### src/rtl/acc_pkg.sv
// Shared constants and types for the motion-estimation accelerator datapath.
package acc_pkg;

   localparam int RImgSize = 16;
   localparam int SImgSize = 31;
   localparam int Disp     = SImgSize - RImgSize + 1;
   localparam int PixW     = 8;
   localparam int SadW     = PixW + $clog2(RImgSize * RImgSize);

   typedef logic [SadW-1:0] sad_t;

   typedef enum logic [1:0] {
      SAD_IDLE  = 2'd0,
      SAD_RUN   = 2'd1,
      SAD_DRAIN = 2'd2
   } sad_state_e;

endpackage

### src/rtl/sad_pe.sv
// One SAD lane: absolute pixel difference feeding a load-or-accumulate register.
module sad_pe
   import acc_pkg::*;
#(
   parameter int DATA_W = 8,
   parameter int SAD_W  = 16
) (
   input  logic              clk,
   input  logic              rst_n,
   input  logic              en,
   input  logic              load,
   input  logic [DATA_W-1:0] ref_pix,
   input  logic [DATA_W-1:0] srch_pix,
   output logic [SAD_W-1:0]  accum
);

   logic [DATA_W-1:0] abs_diff;
   logic [SAD_W-1:0]  diff_ext;

   always_comb begin
      abs_diff = (ref_pix >= srch_pix) ? (ref_pix - srch_pix) : (srch_pix - ref_pix);
      diff_ext = SAD_W'(abs_diff);
   end

   // load starts a new pass without a separate clear cycle
   always_ff @(posedge clk or negedge rst_n) begin
      if (!rst_n) begin
         accum <= '0;
      end else if (en) begin
         accum <= load ? diff_ext : (accum + diff_ext);
      end
   end

endmodule

### src/rtl/sad_search_engine.sv
// Full-search block matcher: PE_NUM parallel SAD lanes, best-match scan, start/done.
// Optional per-candidate SAD stream enabled by defining SAD_ALL_OUT_EN.
module sad_search_engine
   import acc_pkg::*;
#(
   parameter  int DATA_W    = 8,
   parameter  int RIMG_SIZE = acc_pkg::RImgSize,
   parameter  int SIMG_SIZE = acc_pkg::SImgSize,
   parameter  int PE_NUM    = 8,
   localparam int DISP      = SIMG_SIZE - RIMG_SIZE + 1,
   localparam int REF_AW    = $clog2(RIMG_SIZE * RIMG_SIZE),
   localparam int SRCH_AW   = $clog2(SIMG_SIZE * SIMG_SIZE),
   localparam int SAD_W     = DATA_W + REF_AW,
   localparam int MV_W      = (DISP > 1) ? $clog2(DISP) : 1
) (
   input  logic                     clk_i,
   input  logic                     rst_ni,
   input  logic                     start_i,
   output logic                     busy_o,
   output logic                     done_o,
   output logic                     rd_en_o,
   output logic [REF_AW-1:0]        ref_raddr_o,
   input  logic [DATA_W-1:0]        ref_data_i,
   output logic [SRCH_AW-1:0]       srch_raddr_o,
   input  logic [PE_NUM*DATA_W-1:0] srch_data_i,
   output logic [SAD_W-1:0]         best_sad_o,
   output logic [MV_W-1:0]          best_mvx_o,
   output logic [MV_W-1:0]          best_mvy_o,
`ifdef SAD_ALL_OUT_EN
   output logic                     sad_valid_o,
   output logic [SAD_W-1:0]         sad_o,
   output logic [MV_W-1:0]          sad_mvx_o,
   output logic [MV_W-1:0]          sad_mvy_o,
`endif
   output sad_state_e               state_o
);

   localparam int PIX_W      = (RIMG_SIZE > 1) ? $clog2(RIMG_SIZE) : 1;
   localparam int K_W        = (PE_NUM > 1) ? $clog2(PE_NUM) : 1;
   localparam int DRAIN_W    = $clog2(PE_NUM + 3);
   localparam int PIX_LAST   = RIMG_SIZE - 1;
   localparam int DX_LAST    = DISP - PE_NUM;
   localparam int DY_LAST    = DISP - 1;
   localparam int K_LAST     = PE_NUM - 1;
   localparam int DRAIN_LAST = PE_NUM + 2;

   if (DISP % PE_NUM != 0) begin : g_bad_pe_div
      $error("sad_search_engine: DISP (%0d) must be a multiple of PE_NUM (%0d)", DISP, PE_NUM);
   end
   if (PE_NUM > RIMG_SIZE * RIMG_SIZE) begin : g_bad_pe_num
      $error("sad_search_engine: PE_NUM (%0d) exceeds pixels per pass", PE_NUM);
   end

   // Valid/ready contract: start_i is a request sampled only in IDLE; done_o is a
   // single-cycle pulse and best_* are stable from it until the next accepted start.
   sad_state_e state_q, state_d;
   logic [DRAIN_W-1:0] drain_q;
   logic [PIX_W-1:0]   col_q, row_q;
   logic [MV_W-1:0]    dx0_q, dy_q;
   logic               issue, pass_first, pass_last, last_issue, accept;

   always_comb begin
      issue      = (state_q == SAD_RUN);
      accept     = (state_q == SAD_IDLE) && start_i;
      pass_first = (col_q == '0) && (row_q == '0);
      pass_last  = (col_q == PIX_W'(PIX_LAST)) && (row_q == PIX_W'(PIX_LAST));
      last_issue = pass_last && (dx0_q == MV_W'(DX_LAST)) && (dy_q == MV_W'(DY_LAST));
   end

   always_ff @(posedge clk_i or negedge rst_ni) begin
      if (!rst_ni) begin
         state_q <= SAD_IDLE;
      end else begin
         state_q <= state_d;
      end
   end

   always_comb begin
      state_d = state_q;
      busy_o  = 1'b0;
      done_o  = 1'b0;
      rd_en_o = 1'b0;
      state_o = state_q;
      case (state_q)
         SAD_IDLE: begin
            if (start_i) state_d = SAD_RUN;
         end
         SAD_RUN: begin
            busy_o  = 1'b1;
            rd_en_o = 1'b1;
            if (last_issue) state_d = SAD_DRAIN;
         end
         SAD_DRAIN: begin
            busy_o = 1'b1;
            if (drain_q == DRAIN_W'(DRAIN_LAST)) begin
               done_o  = 1'b1;
               state_d = SAD_IDLE;
            end
         end
         default: state_d = SAD_IDLE;
      endcase
   end

   // Loop nest: column, row, dx0 (by PE_NUM), dy. All wrap to zero after the last issue.
   always_ff @(posedge clk_i or negedge rst_ni) begin
      if (!rst_ni) begin
         col_q <= '0;
         row_q <= '0;
         dx0_q <= '0;
         dy_q  <= '0;
      end else if (issue) begin
         if (col_q == PIX_W'(PIX_LAST)) begin
            col_q <= '0;
            if (row_q == PIX_W'(PIX_LAST)) begin
               row_q <= '0;
               if (dx0_q == MV_W'(DX_LAST)) begin
                  dx0_q <= '0;
                  dy_q  <= (dy_q == MV_W'(DY_LAST)) ? '0 : (dy_q + 1'b1);
               end else begin
                  dx0_q <= dx0_q + MV_W'(PE_NUM);
               end
            end else begin
               row_q <= row_q + 1'b1;
            end
         end else begin
            col_q <= col_q + 1'b1;
         end
      end
   end

   always_ff @(posedge clk_i or negedge rst_ni) begin
      if (!rst_ni) begin
         drain_q <= '0;
      end else if (state_q == SAD_DRAIN) begin
         drain_q <= drain_q + 1'b1;
      end else begin
         drain_q <= '0;
      end
   end

   always_comb begin
      ref_raddr_o  = REF_AW'(int'(row_q) * RIMG_SIZE + int'(col_q));
      srch_raddr_o = SRCH_AW'((int'(dy_q) + int'(row_q)) * SIMG_SIZE + int'(dx0_q) + int'(col_q));
   end

   // Control delayed by the one-cycle memory latency so it lines up with returning data.
   logic            vld_d, first_d, last_d;
   logic [MV_W-1:0] dx0_d, dy_d;

   always_ff @(posedge clk_i or negedge rst_ni) begin
      if (!rst_ni) begin
         vld_d   <= 1'b0;
         first_d <= 1'b0;
         last_d  <= 1'b0;
         dx0_d   <= '0;
         dy_d    <= '0;
      end else begin
         vld_d   <= issue;
         first_d <= issue && pass_first;
         last_d  <= issue && pass_last;
         dx0_d   <= dx0_q;
         dy_d    <= dy_q;
      end
   end

   logic [SAD_W-1:0] accum [PE_NUM];

   for (genvar k = 0; k < PE_NUM; k++) begin : g_pe
      sad_pe #(
         .DATA_W (DATA_W),
         .SAD_W  (SAD_W)
      ) u_pe (
         .clk      (clk_i),
         .rst_n    (rst_ni),
         .en       (vld_d),
         .load     (first_d),
         .ref_pix  (ref_data_i),
         .srch_pix (srch_data_i[k*DATA_W +: DATA_W]),
         .accum    (accum[k])
      );
   end

   // snap_go marks the cycle in which accum[] holds a finished pass.
   logic             snap_go;
   logic [MV_W-1:0]  snap_dx0, snap_dy;
   logic [SAD_W-1:0] snap_q [PE_NUM];
   logic             scan_on;
   logic [K_W-1:0]   scan_k;
   logic [MV_W-1:0]  scan_dx0, scan_dy, scan_mvx;

   always_ff @(posedge clk_i or negedge rst_ni) begin
      if (!rst_ni) begin
         snap_go  <= 1'b0;
         snap_dx0 <= '0;
         snap_dy  <= '0;
      end else begin
         snap_go  <= vld_d && last_d;
         snap_dx0 <= dx0_d;
         snap_dy  <= dy_d;
      end
   end

   // A new snapshot overrides the end of the previous scan when both coincide.
   always_ff @(posedge clk_i or negedge rst_ni) begin
      if (!rst_ni) begin
         scan_on  <= 1'b0;
         scan_k   <= '0;
         scan_dx0 <= '0;
         scan_dy  <= '0;
         for (int k = 0; k < PE_NUM; k++) snap_q[k] <= '0;
      end else begin
         if (scan_on) begin
            if (scan_k == K_W'(K_LAST)) begin
               scan_on <= 1'b0;
               scan_k  <= '0;
            end else begin
               scan_k <= scan_k + 1'b1;
            end
         end
         if (snap_go) begin
            scan_on  <= 1'b1;
            scan_k   <= '0;
            scan_dx0 <= snap_dx0;
            scan_dy  <= snap_dy;
            for (int k = 0; k < PE_NUM; k++) snap_q[k] <= accum[k];
         end
      end
   end

   assign scan_mvx = scan_dx0 + MV_W'(scan_k);

   // Strict less-than keeps the earliest candidate in raster order on ties.
   always_ff @(posedge clk_i or negedge rst_ni) begin
      if (!rst_ni) begin
         best_sad_o <= '0;
         best_mvx_o <= '0;
         best_mvy_o <= '0;
      end else if (accept) begin
         best_sad_o <= '1;
         best_mvx_o <= '0;
         best_mvy_o <= '0;
      end else if (scan_on && (snap_q[scan_k] < best_sad_o)) begin
         best_sad_o <= snap_q[scan_k];
         best_mvx_o <= scan_mvx;
         best_mvy_o <= scan_dy;
      end
   end

`ifdef SAD_ALL_OUT_EN
   always_comb begin
      sad_valid_o = scan_on;
      sad_o       = scan_on ? snap_q[scan_k] : '0;
      sad_mvx_o   = scan_on ? scan_mvx : '0;
      sad_mvy_o   = scan_on ? scan_dy : '0;
   end
`else
   // Best-match-only build: the scanned candidates are consumed internally.
`endif

endmodule

### config.mk
export PLATFORM = sky130hd
export DESIGN_NAME = sad_search_engine
export DESIGN_NICKNAME = d
export VERILOG_FILES = /design/src/rtl/acc_pkg.sv /design/src/rtl/sad_pe.sv /design/src/rtl/sad_search_engine.sv
export SDC_FILE = /design/constraint.sdc
export NUM_CORES = 1
export LEC_CHECK = 0
export CAP_MARGIN = 10
export CORE_MARGIN = 4
export CORE_UTILIZATION = 51
export CTS_CLUSTER_DIAMETER = 30
export CTS_CLUSTER_SIZE = 14
export DETAILED_ROUTE_END_ITERATION = 8
export HOLD_SLACK_MARGIN = 0.05
export PLACE_DENSITY_LB_ADDON = 0.15
export SLEW_MARGIN = 20
export SYNTH_ARGS = -nofsm -noshare
export SYNTH_HDL_FRONTEND = slang
export SYNTH_SLANG_ARGS = --single-unit
### constraint.sdc
create_clock -name clk_i -period 8.1 [get_ports clk_i]
set_clock_uncertainty 0.15 [all_clocks]
set_input_delay 0.81 -clock clk_i [delete_from_list [all_inputs] [get_ports clk_i]]
set_output_delay 0.81 -clock clk_i [all_outputs]
set_load 0.02 [all_outputs]
# After elaboration in Yosys (flattened, before gate mapping)
# Index checks and enable logic that the tools add are counted.
# Widths: inputs -> output; s select.
[word_totals]
regBits = 334
output_inout_bits = 47
in_bits = 75
wordCells = 158
[classes]
bitwise = 1
n_lt_le_gt_ge = 10
n_mux = 44
reduce_logical = 19
multipliers = 1
eq_ne = 11
n_addsub = 35
[ops]
columns = ["op", "count"]
rows = [
  ["$mux 16", 12],
  ["$add 16x8->16", 8],
  ["$sub 8x8->8", 16],
  ["$ge 8x8->1", 8],
  ["$mux 8", 8],
  ["$bmux 16 s3", 1],
  ["$mux 4", 9],
  ["$add 10x4->10", 2],
  ["$eq 4x4->1 const B", 5],
  ["$add 4x1->4 const B", 4],
  ["$lt 16x16->1", 1],
  ["$mul 5x5->10 const B", 1],
  ["$logic_and 1x1->1", 9],
  ["$mux 3", 3],
  ["$add 8x4->8", 1],
  ["$logic_not 4->1", 2],
  ["$mux 1", 7],
  ["$mux 2", 3],
  ["$pmux 2 s3", 1],
  ["$reduce_and 3->1", 2],
  ["$add 4x4->5", 1],
  ["$add 4x3->4", 1],
  ["$add 4x4->4 const B", 1],
  ["$ge 4x4->1 const B", 1],
  ["12 further kinds", 14],
]

# Logic depth before layout (Yosys ltp)
[depth]
depth_word = 8
depth_mapped = 20
ltp_nobuf = 20

# Cells and area by module
# A second synthesis with hierarchy kept.
[hier_totals]
cells_unflattened = 2486
hier_area_um2 = 24456.0
[modules_own_cells]
columns = ["mod", "seq_area_each_um2", "cells_per_inst", "n_inst", "area_each_um2"]
rows = [
  ["sad_search_engine", 4854.7, 728, 1, 9711.8],
  ["sad_pe at g_pe[1].u_pe ...", 400.4, 210, 5, 1794.2],
  ["sad_pe at g_pe[0].u_pe ...", 400.4, 236, 3, 1924.3],
]

# Worst setup path after synthesis
# Ideal clock, no wire load.
[synth_timing]
kind = "register to output"
from = "register row_q[0]"
to = "output srch_raddr_o[9]"
setup_slack_ns = 2.498
t_arrival_ns = 4.642
stages_incl_launch_ff = 18
required_ns = 7.140
path_buffers = 0
cell_sequence = "dfrtp_1 ha_1 inv_1 fa_1 xor2_1 inv_1 fa_1 fa_1 fa_1 ha_1 ha_1 inv_1 nor2_1 nor2_1 o21bai_1 a21oi_1 o21ai_0 xnor2_1"
[synth_between]
elab_chain_cells = 4
[synth_rtl]
columns = ["item", "line_no", "source"]
rows = [
  ["start: declaration", "sad_search_engine.sv:58", "logic [PIX_W-1:0] col_q, row_q;"],
  ["start signal: assignment", "sad_search_engine.sv:123", "row_q <= row_q + 1'b1;"],
  ["$add 4x4->5", "sad_search_engine.sv:143", "srch_raddr_o = SRCH_AW'((int'(dy_q) + int'(row_q)) * SIMG_SIZE + int'(dx0_q) + int'(col_q));"],
  ["$mul 5x5->10", "sad_search_engine.sv:143", ""],
  ["$add 10x4->10 (2 in series)", "sad_search_engine.sv:143", ""],
  ["end: declaration", "sad_search_engine.sv:24", "output logic [SRCH_AW-1:0] srch_raddr_o,"],
]
# No other way between the ends.

# Final worst setup path
# Same ends and word-level chain as after synthesis.

==> impl_metrics.json <==
{
  "fillCellCount": 3850,
  "final_hold_viol_count": 0,
  "power.clock.fraction": 0.358,
  "synthArstFlopShare": 1.00,
  "timing_worst_setup_path_type": "reg2out",
  "cts_tree": "built",
  "power.ir.vdd_worst_mv": 0.343,
  "synth_area_per_cell_um2": 9.99,
  "type_of_the_worst_min_delay_path": "in2async",
  "die_area_um2": 50400,
  "seq_area_frac_synth": 0.337,
  "crit_arrival_ns": 5.83,
  "detail_route.drc_violations": 0,
  "power.leakage_nw": 13.6,
  "grt-ovfl-total": 0,
  "insertedDiodeCount": 0,
  "max_freq_mhz": 147,
  "share_comb_of_total_power": 0.400,
  "layout-area-overhead-vs-synth_pct": 19.7,
  "io-pin-count": 122,
  "worstMarginPinSlew_ns": 0.968,
  "clock_root_buffer": "sky130_fd_sc_hd__clkbuf_16",
  "finalMaxSlewViolations": 0,
  "globalRouteTotalUtil": 0.253,
  "final_min_period_over_clock_period": 0.838,
  "num_vias": 18700,
  "dominantRegCellSynth": "sky130_fd_sc_hd__dfrtp_1",
  "start_kind": "register",
  "power_mw": 9.50,
  "endpoint_kind": "primary output",
  "drv_cap": 0,
  "m1WireLength_um": 27400,
  "setup-violations-final": 0,
  "top_signal_layer_used": "met5",
  "max-clock-path-buffers": 3,
  "grt_setup_unrepaired": "no",
  "floorplan.initialDensity": 0.515,
  "first_pass_grt_wire_length_um": 103000,
  "final_wl_um": 64200,
  "maxSlewHeadroom": 0.349,
  "power.sequential.fraction": 0.242,
  "design.core.area_um2": 46500,
  "first_global_vias": 19500,
  "required_ns": 7.14,
  "post_cts_buffers": 0,
  "finalWorstPathRequiredPeriod_ns": 6.79,
  "synth-warning-count": 0,
  "critical_path.endpoint": "srch_raddr_o[9]",
  "number_of_antenna_violations_at_the_first_check_in_global_routing": 2,
  "clk_transition_reported_paths_ns": 0.05,
  "launch_instance_of_the_worst_register_to_register_path": "scan_k[0]",
  "worst_skew_pair.late_latency_ns": 0.59,
  "drt_iter0_drcs": 1136,
  "power.internal_mw": 5.96,
  "swShare": 0.373,
  "total_clock_sinks": 322,
  "cts_buffers": 82,
  "timing.critical_path.fanout_max": 7,
  "net_count_reported_at_finish": 2876,
  "post_synthesis_cells": 2395,
  "die_w_um": 225,
  "worst_setup_path_startpoint": "row_q[0]",
  "synth_cell_type_count": 82,
  "fin_tns_setup_ns": 0,
  "drt_first_pass_iters": 6,
  "worst_r2r_path_depth": 12,
  "dr_wl_met2_um": 30900,
  "post_cts_resize_count": 0,
  "die-height_um": 225,
  "post_drt_wl_per_cell_um": 20.1,
  "final_antenna_net_count": 0,
  "number_of_i_o_port_buffers": 121,
  "detailroute.wirelength.met3_um": 3180,
  "row_count": 79,
  "globalplace.congestion": 0.919,
  "proportion_of_layout_cells_with_a_drive_suffix_above_1": 0.154,
  "power.density_nw_per_um2": 332,
  "total_switching_power_mw": 3.55,
  "critical_path.reg2reg.endpoint": "best_sad_o[4]",
  "regToRegSetupSlack_ns": 3.68,
  "post_cts_hold_buffer_count": 0,
  "run_status": "complete, no violations",
  "htree_levels": 3,
  "drt-vias-per-instance": 5.87,
  "synth_edf_count": 0,
  "netlist_area_um2": 23900,
  "synth.ff_latch_count": 322,
  "hpwlAfterDp_um": 46400,
  "pin_count_of_the_biggest_net_entering_global_routing": 87
}
cells in the final DEF (no fill, tap or decap), types with 18 or more instances in the layout:
| master | n |
|---|---|
| sky130_fd_sc_hd__a211oi_1 | 28 |
| sky130_fd_sc_hd__a21o_1 | 48 |
| sky130_fd_sc_hd__a21oi_1 | 111 |
| sky130_fd_sc_hd__a221o_1 | 38 |
| sky130_fd_sc_hd__a31oi_1 | 33 |
| sky130_fd_sc_hd__buf_4 | 22 |
| sky130_fd_sc_hd__clkbuf_16 | 83 |
| sky130_fd_sc_hd__clkdlybuf4s50_1 | 120 |
| sky130_fd_sc_hd__dfrtp_1 | 318 |
| sky130_fd_sc_hd__fa_1 | 36 |
| sky130_fd_sc_hd__ha_1 | 245 |
| sky130_fd_sc_hd__inv_1 | 209 |
| sky130_fd_sc_hd__mux2_2 | 162 |
| sky130_fd_sc_hd__mux2i_1 | 81 |
| sky130_fd_sc_hd__mux4_2 | 32 |
| sky130_fd_sc_hd__nand2_1 | 93 |
| sky130_fd_sc_hd__nand3_1 | 57 |
| sky130_fd_sc_hd__nor2_1 | 169 |
| sky130_fd_sc_hd__nor2b_1 | 48 |
| sky130_fd_sc_hd__nor3_1 | 47 |
| sky130_fd_sc_hd__o21a_1 | 19 |
| sky130_fd_sc_hd__o21ai_0 | 99 |
| sky130_fd_sc_hd__o2bb2ai_1 | 18 |
| sky130_fd_sc_hd__o31ai_1 | 18 |
| sky130_fd_sc_hd__or3_1 | 29 |
| sky130_fd_sc_hd__xnor2_1 | 83 |
| sky130_fd_sc_hd__xor2_1 | 32 |
synthesized netlist by cell type, types with 5 or more instances:
| cell type | n | area, µm² |
|---|---|---|
| sky130_fd_sc_hd__nand2b_1 | 10 | 62.6 |
| sky130_fd_sc_hd__buf_1 | 8 | 30.0 |
| sky130_fd_sc_hd__a22o_1 | 6 | 52.6 |
| sky130_fd_sc_hd__and4_1 | 10 | 87.6 |
| sky130_fd_sc_hd__a211o_1 | 6 | 52.6 |
| sky130_fd_sc_hd__a21o_1 | 48 | 360 |
| sky130_fd_sc_hd__mux4_2 | 32 | 721 |
| sky130_fd_sc_hd__a211oi_1 | 28 | 210 |
| sky130_fd_sc_hd__xor2_1 | 32 | 280 |
| sky130_fd_sc_hd__and2_1 | 14 | 87.6 |
| sky130_fd_sc_hd__a21oi_1 | 111 | 556 |
| sky130_fd_sc_hd__buf_2 | 14 | 70.1 |
| sky130_fd_sc_hd__o211ai_1 | 5 | 37.5 |
| sky130_fd_sc_hd__nor2b_1 | 48 | 300 |
| sky130_fd_sc_hd__or2_2 | 10 | 62.6 |
| sky130_fd_sc_hd__nor3_1 | 47 | 235 |
| sky130_fd_sc_hd__a32o_1 | 10 | 100 |
| sky130_fd_sc_hd__nand2_1 | 94 | 353 |
| sky130_fd_sc_hd__o21ai_1 | 6 | 30.0 |
| sky130_fd_sc_hd__inv_1 | 210 | 788 |
| sky130_fd_sc_hd__o21bai_1 | 14 | 105 |
| sky130_fd_sc_hd__nor2_1 | 171 | 642 |
| sky130_fd_sc_hd__mux2_2 | 162 | 1820 |
| sky130_fd_sc_hd__dfrtp_1 | 322 | 8060 |
| sky130_fd_sc_hd__nand3_1 | 57 | 285 |
| sky130_fd_sc_hd__a221o_1 | 38 | 380 |
| sky130_fd_sc_hd__o2bb2ai_1 | 18 | 158 |
| sky130_fd_sc_hd__a21boi_0 | 9 | 67.6 |
| sky130_fd_sc_hd__ha_1 | 245 | 3070 |
| sky130_fd_sc_hd__o31ai_1 | 18 | 135 |
| sky130_fd_sc_hd__clkbuf_1 | 81 | 304 |
| sky130_fd_sc_hd__fa_1 | 36 | 721 |
| sky130_fd_sc_hd__and3_1 | 16 | 100 |
| sky130_fd_sc_hd__xnor2_1 | 83 | 727 |
| sky130_fd_sc_hd__nand3b_1 | 7 | 52.6 |
| sky130_fd_sc_hd__a41oi_1 | 6 | 52.6 |
| sky130_fd_sc_hd__nand4_1 | 15 | 93.8 |
| sky130_fd_sc_hd__mux2i_1 | 81 | 811 |
| sky130_fd_sc_hd__a31oi_1 | 33 | 206 |
| sky130_fd_sc_hd__nor3b_1 | 10 | 75.1 |
| sky130_fd_sc_hd__o21a_1 | 19 | 143 |
| sky130_fd_sc_hd__o21ai_0 | 99 | 495 |
| sky130_fd_sc_hd__or3_1 | 29 | 181 |
registers in the layout, summed over array words and instances, names as in the netlist, 4 cells and up:
name / flops
dy_q: 4
g_pe.u_pe.accum: 128
drain_q: 4
best_mvy_o: 4
row_q: 4
best_mvx_o: 4
dy_d: 4
snap_q: 128
best_sad_o: 16
col_q: 4
scan_dy: 4
snap_dy: 4
stage by stage:
step	cells	cell area, µm²	hold WS (ns)	setup slack (ns)	util
floorplan	2397	23900	0.181	2.50	-
global placement	3042	25700	0.184	1.51	0.553
detailed placement	3042	25700	0.186	1.35	0.553
CTS	3190	28600	0.0607	1.26	0.616
global route	3191	28700	0.0921	0.968	0.617
finish	3191	28700	0.0494	1.31	0.617
cell families after synthesis:
group / Yosys count / share of synthesized area
AO/OA/AOI/OAI: 521 / 0.151
XOR/XNOR: 115 / 0.0421
adder cells (fa/ha/maj): 281 / 0.158
buffers and inverters: 316 / 0.0509
flip-flops: 322 / 0.337
multiplexers: 281 / 0.143
other: 1 / 0.000157
AND/OR/NAND/NOR: 558 / 0.117
power groups by stage:
stage | Combinational [mW] | Clock [mW] | Sequential [mW]
after global placement | 3.64 | 0 | 2.30
after detailed placement | 3.77 | 0 | 2.31
after global routing | 4.22 | 3.54 | 2.34
final | 3.80 | 3.40 | 2.30
after floorplan | 2.83 | 0 | 2.16
after CTS | 3.80 | 3.44 | 2.30
how the worst min path moves through the flow:
stage / slack [ns] / endpoint / startpoint / cells past startpoint
floorplan: 0.18 / snap_dx0[3] / dx0_d[3] / 0
global placement: 0.18 / snap_dy[1] / dy_d[1] / 0
detailed placement: 0.19 / snap_dy[1] / dy_d[1] / 0
CTS: 0.06 / g_pe[4].u_pe.accum[4] / rst_ni / 1
global route: 0.09 / g_pe[4].u_pe.accum[4] / rst_ni / 1
finish: 0.05 / g_pe[4].u_pe.accum[4] / rst_ni / 1
layer usage:
metal,global-route usage,vias to the layer above
li1,-,8887
met4,0.106,2
met2,0.429,473
met5,0,-
met1,0.320,9236
met3,0.0496,137
worst max-delay path: stages (launching register included):
cell and delay (ns):
sky130_fd_sc_hd__dfrtp_1 0.48, sky130_fd_sc_hd__ha_1 0.22, sky130_fd_sc_hd__inv_1 0.06, sky130_fd_sc_hd__fa_1 0.41, sky130_fd_sc_hd__xor2_1 0.33, sky130_fd_sc_hd__inv_1 0.15
sky130_fd_sc_hd__fa_1 0.49, sky130_fd_sc_hd__fa_1 0.58, sky130_fd_sc_hd__fa_1 0.42, sky130_fd_sc_hd__ha_1 0.29, sky130_fd_sc_hd__ha_1 0.30, sky130_fd_sc_hd__inv_1 0.08
sky130_fd_sc_hd__nor2_1 0.05, sky130_fd_sc_hd__nor2_1 0.14, sky130_fd_sc_hd__o21bai_1 0.08, sky130_fd_sc_hd__a21oi_1 0.21, sky130_fd_sc_hd__o21ai_0 0.15, sky130_fd_sc_hd__xnor2_1 0.19
sky130_fd_sc_hd__clkdlybuf4s50_1 0.62
area by class of cell:
type,instances,area (µm²),area share
multi-input cells,1759,14700,0.512
flip-flops and latches,322,8070,0.281
clock buffers,106,2290,0.0800
repair buffers,144,1410,0.0492
inverters,211,793,0.0277
well taps,607,759,0.0265
clock inverters,42,652,0.0228
Power figures use the tool's default switching activity.
